### config.mk
export PLATFORM = sky130hd
export DESIGN_NAME = ps2_rx_ctrl
export DESIGN_NICKNAME = d
export VERILOG_FILES = /design/src/rtl/ps2_pkg.sv /design/src/rtl/ps2_rx_fifo.sv /design/src/rtl/ps2_rx_ctrl.sv
export SDC_FILE = /design/constraint.sdc
export NUM_CORES = 1
export LEC_CHECK = 0
export CAP_MARGIN = 10
export CORE_UTILIZATION = 35
export CTS_BUF_LIST = sky130_fd_sc_hd__clkbuf_2 sky130_fd_sc_hd__clkbuf_4 sky130_fd_sc_hd__clkbuf_8
export CTS_CLUSTER_SIZE = 20
export DETAILED_ROUTE_END_ITERATION = 10
export GPL_TIMING_DRIVEN = 0
export SLEW_MARGIN = 15
export SYNTH_ARGS = -nofsm -noshare
export SYNTH_HDL_FRONTEND = slang
export SYNTH_HIERARCHICAL = 1
export SYNTH_SLANG_ARGS = --single-unit
### constraint.sdc
create_clock -name clk -period 2.6 [get_ports clk]
set_input_delay 0.52 -clock clk [delete_from_list [all_inputs] [get_ports clk]]
set_output_delay 0.52 -clock clk [all_outputs]
set_load 0.02 [all_outputs]
### src/rtl/ps2_pkg.sv
// Shared types and constants for the PS/2 receive controller.
package ps2_pkg;

   localparam int unsigned DATA_BITS              = 8;
   localparam int unsigned BIT_CNT_W              = $clog2(DATA_BITS);
   localparam int unsigned DEFAULT_FIFO_DEPTH     = 4;
   localparam int unsigned DEFAULT_TIMEOUT_CYCLES = 20000;

   typedef enum logic [1:0] {
      StIdle,
      StData,
      StParity,
      StStop
   } ps2_state_e;

endpackage

### src/rtl/ps2_rx_fifo.sv
// Synchronous scan-code FIFO; head reads as zero while empty.
module ps2_rx_fifo #(
   parameter int unsigned DEPTH = 4,
   parameter int unsigned WIDTH = 8
) (
   input  logic             clk,
   input  logic             reset,
   input  logic             push,
   input  logic             pop,
   input  logic [WIDTH-1:0] wdata,
   output logic [WIDTH-1:0] head,
   output logic             full,
   output logic             empty
);

   localparam int unsigned PW = $clog2(DEPTH);
   localparam int unsigned CW = PW + 1;

   logic [WIDTH-1:0] mem [DEPTH];
   logic [PW-1:0]    wr_ptr_q, rd_ptr_q;
   logic [CW-1:0]    count_q, count_d;
   logic             do_push, do_pop;

   assign empty   = (count_q == '0);
   assign full    = (count_q == CW'(DEPTH));
   assign do_pop  = pop & ~empty;
   // A full FIFO still accepts a write when a pop frees the slot in the same cycle.
   assign do_push = push & (~full | do_pop);
   assign head    = empty ? '0 : mem[rd_ptr_q];

   always_comb begin
      count_d = count_q;
      unique case ({do_push, do_pop})
         2'b10:   count_d = count_q + CW'(1);
         2'b01:   count_d = count_q - CW'(1);
         default: count_d = count_q;
      endcase
   end

   always_ff @(posedge clk) begin
      if (reset) begin
         wr_ptr_q <= '0;
         rd_ptr_q <= '0;
         count_q  <= '0;
      end else begin
         if (do_push) wr_ptr_q <= wr_ptr_q + PW'(1);
         if (do_pop)  rd_ptr_q <= rd_ptr_q + PW'(1);
         count_q <= count_d;
      end
   end

   always_ff @(posedge clk) begin
      if (do_push) mem[wr_ptr_q] <= wdata;
   end

endmodule

### src/rtl/ps2_rx_ctrl.sv
// PS/2 device-to-host receiver: pin synchronizer, frame FSM and scan-code FIFO.
// Define PS2_RX_TIMEOUT_EN to abort frames whose PS/2 clock stalls.
module ps2_rx_ctrl
   import ps2_pkg::*;
#(
   parameter int unsigned FIFO_DEPTH     = DEFAULT_FIFO_DEPTH,
   parameter int unsigned TIMEOUT_CYCLES = DEFAULT_TIMEOUT_CYCLES
) (
   input  logic       clk,
   input  logic       reset,
   input  logic       ps2_clk,
   input  logic       ps2_data,
   input  logic       enable,
   input  logic       rd_en,
   input  logic       clr_err,
   output logic [7:0] rd_data,
   output logic       rd_valid,
   output logic       frame_active,
   output logic       overflow,
   output logic       frame_err
);

   if (FIFO_DEPTH < 2 || FIFO_DEPTH > 16 || (FIFO_DEPTH & (FIFO_DEPTH - 1)) != 0) begin : g_bad_depth
      $error("FIFO_DEPTH must be a power of two in 2..16");
   end
   if (TIMEOUT_CYCLES < 2) begin : g_bad_timeout
      $error("TIMEOUT_CYCLES must be at least 2");
   end

   logic [1:0]           clk_sync_q, data_sync_q;
   logic                 clk_prev_q;
   logic                 fall, data_bit;
   ps2_state_e           state_q, state_d;
   logic [BIT_CNT_W-1:0] bit_cnt_q, bit_cnt_d;
   logic [DATA_BITS-1:0] shift_q, shift_d;
   logic                 parity_q, parity_d;
   logic                 push, bad_frame, to_hit;
   logic                 overflow_q, frame_err_q;
   logic                 fifo_full, fifo_empty;
   logic                 err_set, ovf_set;

   always_ff @(posedge clk) begin
      if (reset) begin
         clk_sync_q  <= 2'b11;
         data_sync_q <= 2'b11;
         clk_prev_q  <= 1'b1;
      end else begin
         clk_sync_q  <= {clk_sync_q[0], ps2_clk};
         data_sync_q <= {data_sync_q[0], ps2_data};
         clk_prev_q  <= clk_sync_q[1];
      end
   end

   assign fall     = clk_prev_q & ~clk_sync_q[1];
   assign data_bit = data_sync_q[1];

`ifdef PS2_RX_TIMEOUT_EN
   localparam int unsigned TW = (TIMEOUT_CYCLES > 2) ? $clog2(TIMEOUT_CYCLES) : 1;
   localparam logic [TW-1:0] TO_LAST = TW'(TIMEOUT_CYCLES - 1);

   logic [TW-1:0] to_cnt_q, to_cnt_d;

   assign to_hit = (state_q != StIdle) && (to_cnt_q == TO_LAST);

   always_comb begin
      to_cnt_d = '0;
      if (enable && state_q != StIdle && !fall && !to_hit) to_cnt_d = to_cnt_q + TW'(1);
   end

   always_ff @(posedge clk) begin
      if (reset) to_cnt_q <= '0;
      else       to_cnt_q <= to_cnt_d;
   end
`else
   assign to_hit = 1'b0;
`endif

   always_comb begin
      state_d   = state_q;
      bit_cnt_d = bit_cnt_q;
      shift_d   = shift_q;
      parity_d  = parity_q;
      push      = 1'b0;
      bad_frame = 1'b0;
      if (!enable) begin
         state_d = StIdle;
      end else if (fall) begin
         unique case (state_q)
            StIdle: begin
               if (!data_bit) begin
                  state_d   = StData;
                  bit_cnt_d = '0;
               end
            end
            StData: begin
               shift_d   = {data_bit, shift_q[DATA_BITS-1:1]};
               bit_cnt_d = bit_cnt_q + BIT_CNT_W'(1);
               if (bit_cnt_q == BIT_CNT_W'(DATA_BITS - 1)) state_d = StParity;
            end
            StParity: begin
               parity_d = data_bit;
               state_d  = StStop;
            end
            StStop: begin
               state_d = StIdle;
               // Odd parity over data plus parity bit, and a high stop bit.
               if (data_bit && ^{shift_q, parity_q}) push = 1'b1;
               else                                  bad_frame = 1'b1;
            end
            default: state_d = StIdle;
         endcase
      end else if (to_hit) begin
         state_d = StIdle;
      end
   end

   always_ff @(posedge clk) begin
      if (reset) begin
         state_q   <= StIdle;
         bit_cnt_q <= '0;
         shift_q   <= '0;
         parity_q  <= 1'b0;
      end else begin
         state_q   <= state_d;
         bit_cnt_q <= bit_cnt_d;
         shift_q   <= shift_d;
         parity_q  <= parity_d;
      end
   end

   assign err_set = bad_frame | (enable & ~fall & to_hit);
   assign ovf_set = push & fifo_full & ~rd_en;

   always_ff @(posedge clk) begin
      if (reset) begin
         overflow_q  <= 1'b0;
         frame_err_q <= 1'b0;
      end else begin
         if (ovf_set)      overflow_q <= 1'b1;
         else if (clr_err) overflow_q <= 1'b0;
         if (err_set)      frame_err_q <= 1'b1;
         else if (clr_err) frame_err_q <= 1'b0;
      end
   end

   ps2_rx_fifo #(
      .DEPTH (FIFO_DEPTH),
      .WIDTH (DATA_BITS)
   ) u_fifo (
      .clk   (clk),
      .reset (reset),
      .push  (push),
      .pop   (rd_en),
      .wdata (shift_q),
      .head  (rd_data),
      .full  (fifo_full),
      .empty (fifo_empty)
   );

   assign rd_valid     = ~fifo_empty;
   assign frame_active = (state_q != StIdle);
   assign overflow     = overflow_q;
   assign frame_err    = frame_err_q;

endmodule

# [Yosys cells after proc, flatten, opt, wreduce, memory -nomap -nowiden]
# Memories as Yosys holds them, arrays and structs flattened. A register that Yosys moved wholly into a read port is not among the register bits.
# Cells that the tools add are included.
# W data, S select, Z words.
[word_totals] register_bits=28 word_cells=74 output_inout_bits=12 mem_count=1 inputBits=7 mem_bits_rw=32
[op_classes] n_addsub=5 bitwise=11 eq_ne=9 n_mux=22 reduce_logical=14
[memory_table] memory="u_fifo.mem" depth=4 width=8 read_ports=1 rd_clocked_by_memory_dff=1 write_ports=1 line_no="ps2_rx_fifo.sv:19" source="logic [WIDTH-1:0] mem [DEPTH];"
[op_table] operator="$mux W1" count=13
[op_table] operator="$pmux W3 S2" count=2
[op_table] operator="$reduce_bool A2 Y1" count=5
[op_table] operator="$reduce_and A3 Y1" count=3
[op_table] operator="$reduce_xor A9 Y1" count=1
[op_table] operator="$mux W2" count=4
[op_table] operator="$mux W8" count=1
[op_table] operator="$pmux W2 S4" count=1
[op_table] operator="$add A3 B1 Y3 const B" count=2
[op_table] operator="$eq A2 B2 Y1 const B" count=3
[op_table] operator="$eq A3 B3 Y1 const B" count=2
[op_table] operator="$and A1 B1 Y1" count=5
[op_table] operator="$not A1 Y1" count=5
[op_table] operator="$add A2 B1 Y2 const B" count=2
[op_table] operator="$eq A2 B1 Y1 const B" count=2
[op_table] operator="$ne A2 B2 Y1 const B" count=2
[op_table] operator="$reduce_and A4 Y1" count=1
[op_table] operator="$logic_not A3 Y1" count=1
[op_table] operator="$mux W3" count=1
[op_table] operator="$sub A3 B1 Y3 const B" count=1
[op_table] operator="$logic_not A2 Y1" count=1
[op_table] operator="$reduce_or A2 Y1" count=1
[op_table] operator="$logic_and A1 B1 Y1" count=1
[op_table] operator="$or A1 B1 Y1" count=1

# [Logic depth before layout (Yosys ltp)]
# Gate-level depths: netlist of the first run.
[depth] word_depth=9 mapped_depth=12 depth_no_buf=10

# [Modules after synthesis]
# The synthesis of the first run kept the hierarchy.
[by_module_without_submodules] module="ps2_rx_fifo" area_per_inst_um2=1821.7 instances=1 cells_per_inst=118
[by_module_without_submodules] module="ps2_rx_ctrl" area_per_inst_um2=991.0 instances=1 cells_per_inst=112

# [Worst setup path after synthesis of the first run]
# Ideal clock, no wire load.
[synth_path] path_type="register to register" start="register shift_q[6]" end="register u_fifo.count_q[2]" n_path_buf=1 stages_incl_launch_ff=12 synth_period_minus_slack_ns=2.410 slack_ns=0.190 required_ns=2.469 arrival_ns=2.279 path_cell_list="dfxtp_1 > xor2_1 > xnor3_1 > mux2_4 > inv_1 > buf_6 > inv_1 > nand2b_1 > fa_1 > nand2b_1 > o211ai_1 > a31oi_1"
[synth_between] elab_chain_len=9 word_cells_on_any_way=11
[synth_rtl] item="from (decl)" line_no="ps2_rx_ctrl.sv:35" source="logic [DATA_BITS-1:0] shift_q, shift_d;"
[synth_rtl] item="from (signal assigned)" line_no="ps2_rx_ctrl.sv:126" source="shift_q <= shift_d;"
[synth_rtl] item="$reduce_xor A9 Y1 *" line_no="ps2_rx_ctrl.sv:107" source="if (data_bit && ^{shift_q, parity_q}) push = 1'b1;"
[synth_rtl] item="$logic_and A1 B1 Y1 *" line_no="ps2_rx_ctrl.sv:107"
[synth_rtl] item="$mux W1 *" line_no="ps2_rx_ctrl.sv:107"
[synth_rtl] item="$mux W1 *" line_no="ps2_rx_ctrl.sv:88" source="unique case (state_q)"
[synth_rtl] item="$mux W1 *" line_no="ps2_rx_ctrl.sv:87" source="end else if (fall) begin"
[synth_rtl] item="$mux W1 *" line_no="ps2_rx_ctrl.sv:85" source="if (!enable) begin"
[synth_rtl] item="net push" line_no="ps2_rx_ctrl.sv:37" source="logic push, bad_frame, to_hit;"
[synth_rtl] item="$and A1 B1 Y1 *" line_no="ps2_rx_fifo.sv:28" source="assign do_push = push & (~full | do_pop);"
[synth_rtl] item="$eq A2 B1 Y1 or $eq A2 B2 Y1 (tied branches)" line_no="ps2_rx_fifo.sv:33" source="unique case ({do_push, do_pop})"
[synth_rtl] item="$pmux W3 S2 or $reduce_bool A2 Y1 (tied branches)"
[synth_rtl] item="to (signal assigned)" line_no="ps2_rx_fifo.sv:48" source="count_q <= count_d;"
[synth_rtl] item="to (decl)" line_no="ps2_rx_fifo.sv:21" source="logic [CW-1:0] count_q, count_d;"
# The timed path passes the listed nets; every way through them passes the cells marked *.
# A chain may end at the register's enable or synchronous reset.

==> results.ini, run 1 <==
[clocking]
cts_buffer_depth=2
clock-root-buffer=clkbuf_8
cts_tree=built
cts_sinks=62
clock_latency_ns=0.33
cts_buffers=9
htreeDepth=3
path_clk_slew_ns=0.06

[floorplanning]
die_w_um=91.6
core-area_um2=7770
die_h_um=91.6
die_area_um2=8400
ios=19
start_util_pct=36.2
fp-row-count=32

[critical_path]
arrival_ns=2.01
r2r_start=shift_q[7]
crit_type=reg2out
path_max_fanout=8
worst_setup_path_end_kind=output port
start_kind=flop
required_ns=2.08

[drt]
vias_per_cell=4.57
drtIter0Drc=58
vias=1686
avgRoutedWirePerCell_um=12.4
routed_wirelength_um=4570
ant_nets=0
firstDrtPassIters=4
drc=0

[sta]
setup_viol=0
finalMaxSlewViolations=0
worst_pin_slew_ns=0.573
relSlewSlack_pct=61.4
finalCritPeriodShare_pct=97.2
period_needed_ns=2.53
clock-skew-final_ns=0.00708
fmax_mhz=396
rsz0062_at_grt=no
hold_violations=0
fin_tns_setup_ns=0

[logic_synthesis]
yosysUniqueCellTypes=45
yosysTopAreaCellShare_pct=34.2
yosysSeqAreaShare_pct=55.5
synth_edf_count=32
syn_area_per_cell_um2=12.2
synth_cells=230
ys_async_sr_fraction_pct=0
synth_warnings=6
synth_area_um2=2810
syn_nets=248
synth_area_leader_cell=edfxtp_1
ys.flop_type=edfxtp_1
synthTopCellsByArea=edfxtp_1 34%, dfxtp_1 21%, mux4_2 6.4%
synth-seq-cells=62

[power_and_ir_drop]
p_sw_share_pct=20.0
power.leakage_nw=1.31
peakVddDrop_mv=0.295
p_sw_uw=366
combPwrFrac_pct=2.0
p_int_mw=1.46
clkPwrFrac_pct=42.2
pwr_density_cell_nw_per_um2=538
power_frac_seq_pct=55.9

[placed_design]
place.gp.congestion=0.698
io_buffers=18
dpl.hpwl_um=2960

[final_layout]
fin_util_pct=43.8
synthToLayoutAreaGrowth_pct=20.9
num-nets-final=281
num_antenna_cells=0
drive_gt1_share_pct=24.7
final_common_cell=edfxtp_1
fill_cells=722
mostFrequentLayoutCells=32 x edfxtp_1, 24 x nand2_1, 22 x dfxtp_1

[global_routing]
grt_pass1_vias=1548
use_met2_pct=18.8
track_usage_pct=11.9
grt_pass1_wl_um=7560
gr-usage-met3_pct=2.99
met1_usage_pct=14.9
antenna_found_initial=0
grt_busiest_layer=met2
grt_max_degree=11
grt-ovfl-total=0

[min_path]
min-delay-start=data_sync_q[0]
holdCritPathClass=reg2reg

[run_status]
status=finished, final reports clean

[flow_run]
max-cap-violations=0

## area by class of cell
class	instances	area (µm²)	share of cell area, %
multi-input cells	143	1170	34.4
well taps	102	128	3.75
repair buffers	23	233	6.85
clock inverters	6	53.8	1.58
flip-flops and latches	62	1570	46.3
plain buffers	11	70.1	2.06
inverters	13	48.8	1.44
clock buffers	9	124	3.64
## synth_stat cells, drive strengths merged, types with 7 or more instances
cell type   n
edfxtp     32
dfxtp      30
nand2      24
a21oi      15
inv        13
nand2b     12
ha         10
nor2       10
nor2b       9
mux4        8
buf         7
## per-stage QoR
step	total power [mW]	worst slack, ns	cell area [µm²]	hold WS (ns)	instances
detailed placement	1.08	-0.540	3120	0.397	350
finish	1.83	0.0729	3400	0.412	369
global route	1.91	0.000658	3400	0.425	369
global placement	1.08	-0.509	3120	0.392	350
floorplan	1.06	0.190	2810	0.389	230
CTS	1.86	0.000582	3300	0.415	364
## worst paths after layout
| path | endpoint | slack [ns] | cells after the start |
|---|---|---|---|
| min | data_sync_q[1] | 0.41 | 1 |
| max reg2reg | u_fifo/count_q[1] | 0.16 | 11 |
| max | rd_data[7] | 0.07 | 4 |
| min reg2reg | data_sync_q[1] | 0.41 | 1 |
## cells by family (layout without fill, tap and decap cells)
kind of cell             count (synthesis)  count (layout)  share of synthesized area [%]
XOR/XNOR                                10              10                           4.09
buffers and inverters                   25              62                           4.36
multiplexers                            12              12                           8.05
AND/OR/NAND/NOR                         80              80                           15.2
flip-flops                              62              62                           55.5
adder cells (fa/ha/maj)                 11              11                           5.16
AO/OA/AOI/OAI                           30              30                           7.65
## registers in the layout (all words and copies together), names as in the netlist, named ones only
name / cells
u_fifo/count_q: 3
u_fifo/wr_ptr_q: 2
bit_cnt_q: 3
state_q: 2
data_sync_q: 2
u_fifo/mem: 32
clk_prev_q: 1
parity_q: 1
overflow: 1
u_fifo/rd_ptr_q: 2
frame_err: 1
clk_sync_q: 2
shift_q: 8
## critical path, stage by stage (launching register included)
cell	delay (ns)
dfxtp_1	0.32
buf_6	0.16
mux4_2	0.52
nor2b_1	0.14
clkdlybuf4s50_1	0.54
## routing by layer
layer  part of all wire (%)  up-vias
met5                      0        -
met2                     47       28
met3                    3.4        8
met1                     48      787
met4                    1.9        0
li1                       -      863
## timing repair
item	4_1_cts	5_1_grt
endpoints found under the setup margin	34	43
gates resized for setup	7	21
buffers inserted	0	5
pin swaps	0	4
hold buffers	0	0
endpoints found under the hold margin	0	0
## power groups by stage
stage	combinational [mW]	clock, mW	sequential (mW)
2_1_floorplan	0.0206	0	1.04
3_3_place_gp	0.0356	0	1.04
3_5_place_dp	0.0359	0	1.04
4_1_cts	0.0359	0.800	1.02
5_1_grt	0.0403	0.848	1.02
6_report	0.0360	0.771	1.02
(Power assumes the default switching activity.)
==> run 2, diff against run 1 <==
PLACE_DENSITY = 0.58   (was default)
==> run 2 against run 1 <==
Net effect:
- worst hold slack worse by 0.00079 ns
- non-clock buffer count is 1 lower
- critical endpoint is now rd_data[0]
- first-iteration DRC count shrank 5.2%
- fmax grew 0.90%
- critical path depth unchanged
- clock skew down 0.0016 ns
- combinational power is essentially flat
==> results.ini, run 2 (synthesized netlist as in run 1, its figures left out) <==
[floorplanning]
ios=19
die_area_um2=8400
die_h_um=91.6
core-area_um2=7770
fp-row-count=32
die_w_um=91.6
start_util_pct=36.2

[sta]
hold_violations=0
clock-skew-final_ns=0.00553
worst_pin_slew_ns=0.567
fin_tns_setup_ns=0
relSlewSlack_pct=61.9
period_needed_ns=2.50
finalMaxSlewViolations=0
fmax_mhz=399
finalCritPeriodShare_pct=96.3
setup_viol=0
fin_ws_ns=0.0955
rsz0062_at_grt=no
hold_slack_ns=0.411

[critical_path]
crit_type=reg2out
path_max_fanout=8
start_kind=flop
worst_setup_path_end_kind=output port
required_ns=2.08
arrival_ns=1.98
worstPathCellList=buf_6, mux4_2, nor2b_1, clkdlybuf4s50_1
slowest_delay_ns=0.54
cp_slowest_cell=clkdlybuf4s50_1

[clocking]
cts_buffer_depth=2
clock-root-buffer=clkbuf_8
cts_buffers=9
path_clk_slew_ns=0.07
htreeDepth=3
clock_latency_ns=0.33
cts_sinks=62
cts_tree=built
ctsHoldBuffers=0

[final_layout]
design_area_um2=3430
synthToLayoutAreaGrowth_pct=21.9
top_register=u_fifo/mem
final_common_cell=edfxtp_1
drive_gt1_share_pct=24.7
largest_reg_flops=32
mostFrequentLayoutCells=32 x edfxtp_1, 24 x nand2_1, 22 x dfxtp_1
reg.largest.list=u_fifo/mem (32), shift_q (8)
num-nets-final=280
num_antenna_cells=0

[power_and_ir_drop]
power.leakage_nw=1.35
peakVddDrop_mv=0.346
pwr_density_cell_nw_per_um2=573

[drt]
drtIter0Drc=55
vias_per_cell=4.62
routed_wirelength_um=4550
avgRoutedWirePerCell_um=12.3
drc=0
vias=1706
ant_nets=0
firstDrtPassIters=4

[placed_design]
placed_area_um2=3120
dpl.hpwl_um=3090
io_buffers=18
place.gp.congestion=0.693
pre_cts_ws_ns=-0.569

[global_routing]
track_usage_pct=12.5
grt_max_degree=12
grt-ovfl-total=0
antenna_found_initial=0
grt_pass1_vias=1681
grt_pass1_wl_um=7800

[min_path]
holdCritPathClass=reg2reg

[flow_run]
max-cap-violations=0

[run_status]
status=finished, final reports clean

-- run 2: final timing paths --
path	start	end	slack, ns	cells past startpoint
worst max-delay path	flop	rd_data[0]	0.1	4
worst min-delay path	clk_sync_q[0]	clk_sync_q[1]	0.41	1
worst max register to register	shift_q[7]	u_fifo/count_q[1]	0.18	11
worst min register to register	clk_sync_q[0]	clk_sync_q[1]	0.41	1
-- run 2: final cells by class --
class | instances | area (µm²)
Inverter | 13 | 48.8
Fill cell | 743 | 4340
Clock buffer | 10 | 131
Buffer | 11 | 70.1
Timing Repair Buffer | 22 | 228
Sequential cell | 62 | 1580
Clock inverter | 6 | 85.1
Tap cell | 102 | 128
Multi-Input combinational cell | 143 | 1160
-- run 2: what timing repair did --
| action | 4_1_cts | 5_1_grt |
|---|---|---|
| pin swaps | 0 | 7 |
| endpoints found under the setup margin | 37 | 41 |
| hold endpoints to repair | 0 | 0 |
| gates resized for setup | 9 | 21 |
| buffers inserted | 0 | 4 |
-- run 2: stage by stage --
stage	utilization (%)	power (mW)	cells
final	44.2	1.97	369
after global routing	44.2	2.04	369
after CTS	43.1	1.99	365
after detailed placement	40.2	1.08	350
after global placement	40.2	1.08	350
after floorplan	-	1.06	230
-- run 2: worst max-delay path, delay by kind of cell (launching register included) --
family,cells,cell delay [ns]
buffers and inverters,2,0.70
DFF,1,0.32
and+or+nand+nor,1,0.14
muxes,1,0.49
-- run 2: metal layers --
layer  up-vias  GRT usage, %  wire length [µm]
met5         -             0                 0
met4         0          3.97                64
met3         7          5.72               163
met2        24          20.7              2240
met1       810          14.3              2080
li1        865             -                 -
-- run 2: where the power goes --
group	leakage (nW)	internal [mW]	switching (mW)
logic	0.703	0.0184	0.0177
registers	0.539	1.02	0.00199
clock network	0.108	0.549	0.362
total	1.35	1.58	0.381
==> run 3, diff against run 2 <==
CORE_MARGIN = 4   (was default)
HOLD_SLACK_MARGIN = 0.06   (was default)
==> run 3 against run 2 <==
Net effect:
- largest cell class unchanged
- global-route usage shrank 1.8 points
- count of clock-buffer cells in the layout is the same
- critical path type is now reg2reg
- clock skew grew 0.0021 ns
- critical endpoint is now u_fifo/count_q[2]
- via count grew 0.41%
==> results.ini, run 3 (synthesized netlist as in run 1, its figures left out) <==
[run_status]
status=finished, final reports clean

[drt]
drc=0
avgRoutedWirePerCell_um=12.8
routed_wirelength_um=4760
ant_nets=0
firstDrtPassIters=4
vias_per_cell=4.60
vias=1713
drtIter0Drc=67

[critical_path]
r2r_cells=11
arrival_ns=2.79
path_max_fanout=4
start_kind=flop
r2r_setup_slack_ns=0.06
required_ns=2.85
crit_type=reg2reg
rr_endpoint=u_fifo/count_q[2]
worst_setup_path_end_kind=flop
r2r_start=shift_q[6]

[sta]
fin_tns_setup_ns=0
clock-skew-final_ns=0.00762
period_needed_ns=2.54
rsz0062_at_grt=yes
relSlewSlack_pct=64.7
hold_violations=0
setup_viol=0
worst_pin_slew_ns=0.524
finalMaxSlewViolations=0
finalCritPeriodShare_pct=97.8
fmax_mhz=393

[clocking]
path_clk_slew_ns=0.07
htreeDepth=3
cts_buffer_depth=2
cts_tree=built
cts_sinks=62
clock_latency_ns=0.33
clock-root-buffer=clkbuf_8
cts_buffers=9

[final_layout]
largest_reg_flops=32
num_antenna_cells=0
drive_gt1_share_pct=24.8
synthToLayoutAreaGrowth_pct=22.6
top_register=u_fifo/mem
design_area_um2=3450
reg.largest.list=u_fifo/mem (32), shift_q (8)
num-nets-final=283
mostFrequentLayoutCells=32 x edfxtp_1, 24 x nand2_1, 22 x dfxtp_1
final_common_cell=edfxtp_1

[placed_design]
io_buffers=18
placed_area_um2=3120
dpl.hpwl_um=3200
place.gp.congestion=0.676

[global_routing]
grt_max_degree=12
grt_pass1_wl_um=7930
track_usage_pct=10.7
antenna_found_initial=0
grt-ovfl-total=0
grt_pass1_vias=1646

[power_and_ir_drop]
power_frac_seq_pct=51.7
p_sw_uw=386
peakVddDrop_mv=0.299
pwr_density_cell_nw_per_um2=572
p_sw_share_pct=19.6
combPwrFrac_pct=1.9
clkPwrFrac_pct=46.4
p_int_mw=1.59
total_power_mw=1.97
power.leakage_nw=1.37

[floorplanning]
core-area_um2=7770
die_area_um2=9530
die_w_um=97.6
start_util_pct=36.2
fp-row-count=32
ios=19
die_h_um=97.6

[min_path]
holdPathStages=1
holdCritPathClass=reg2reg
min-delay-start=data_sync_q[0]
hold_end=data_sync_q[1]

[flow_run]
max-cap-violations=0

-- run 3: cell count changes in the layout (fill, tap and decap cells not counted) --
cell	previous run	this run
clkdlybuf4s50_1	11	10
dlymetal6s2s_1	7	8
inv_2	1	0
buf_4	7	10
nand2b_4	1	0
o21ai_0	0	1
o21ai_1	1	0
inv_1	12	13
nand2b_1	11	12
-- run 3: worst max-delay path by stage --
| stage | from | end | slack, ns | depth (start not counted) |
|---|---|---|---|---|
| 3_3_place_gp | enable | u_fifo/mem[0][5] | -0.53 | 10 |
| 3_5_place_dp | enable | u_fifo/mem[3][5] | -0.56 | 10 |
| 6_report | shift_q[6] | u_fifo/count_q[2] | 0.06 | 11 |
| 5_1_grt | shift_q[4] | u_fifo/count_q[2] | -0.06 | 11 |
| 2_1_floorplan | shift_q[6] | u_fifo/count_q[2] | 0.19 | 11 |
| 4_1_cts | shift_q[7] | u_fifo/count_q[2] | 0.005 | 11 |
-- run 3: per-stage QoR --
| step | worst slack, ns | cells | util, % | hold WS [ns] |
|---|---|---|---|---|
| final | 0.0577 | 372 | 44.4 | 0.409 |
| after global routing | -0.0587 | 372 | 44.4 | 0.434 |
| after CTS | 0.00491 | 365 | 43.2 | 0.413 |
| after detailed placement | -0.564 | 350 | 40.2 | 0.395 |
| after global placement | -0.529 | 350 | 40.2 | 0.391 |
| after floorplan | 0.190 | 230 | - | 0.389 |
-- run 3: critical path: stages (launching register included) --
cell and delay (ns):
dfxtp_4 0.36, xor2_1 0.16, xnor3_2 0.47, mux2_4 0.32, inv_1 0.07, buf_6 0.10, inv_1 0.06, nand2b_1 0.11
fa_2 0.21, nand3b_1 0.09, or3_1 0.32, a31oi_1 0.18
-- run 3: what timing repair did --
item,CTS,global route
gates resized for setup,13,15
pin swaps,1,4
hold buffers,0,0
endpoints found under the setup margin,37,35
setup buffers,0,7
-- run 3: final cells by class --
| class | instances | area [µm²] |
|---|---|---|
| Fill cell | 748 | 4320 |
| Sequential cell | 62 | 1580 |
| Multi-Input combinational cell | 143 | 1150 |
| Timing Repair Buffer | 25 | 253 |
| Clock buffer | 10 | 131 |
| Tap cell | 102 | 128 |
| Clock inverter | 6 | 85.1 |
| Buffer | 11 | 70.1 |
| Inverter | 13 | 48.8 |
-- run 3: power by group through the flow --
stage	clock network (mW)	registers [mW]	logic (mW)
floorplan	0	1.04	0.0206
global placement	0	1.04	0.0354
detailed placement	0	1.04	0.0360
CTS	0.943	1.02	0.0361
global route	0.983	1.02	0.0415
finish	0.915	1.02	0.0374
-- run 3: routing by layer --
metal	global-route usage [%]	vias up	wire length (µm)
li1	-	867	-
met1	12.1	812	2160
met2	18.1	24	2330
met3	3.30	10	159
met4	5.43	0	107
met5	0	-	0
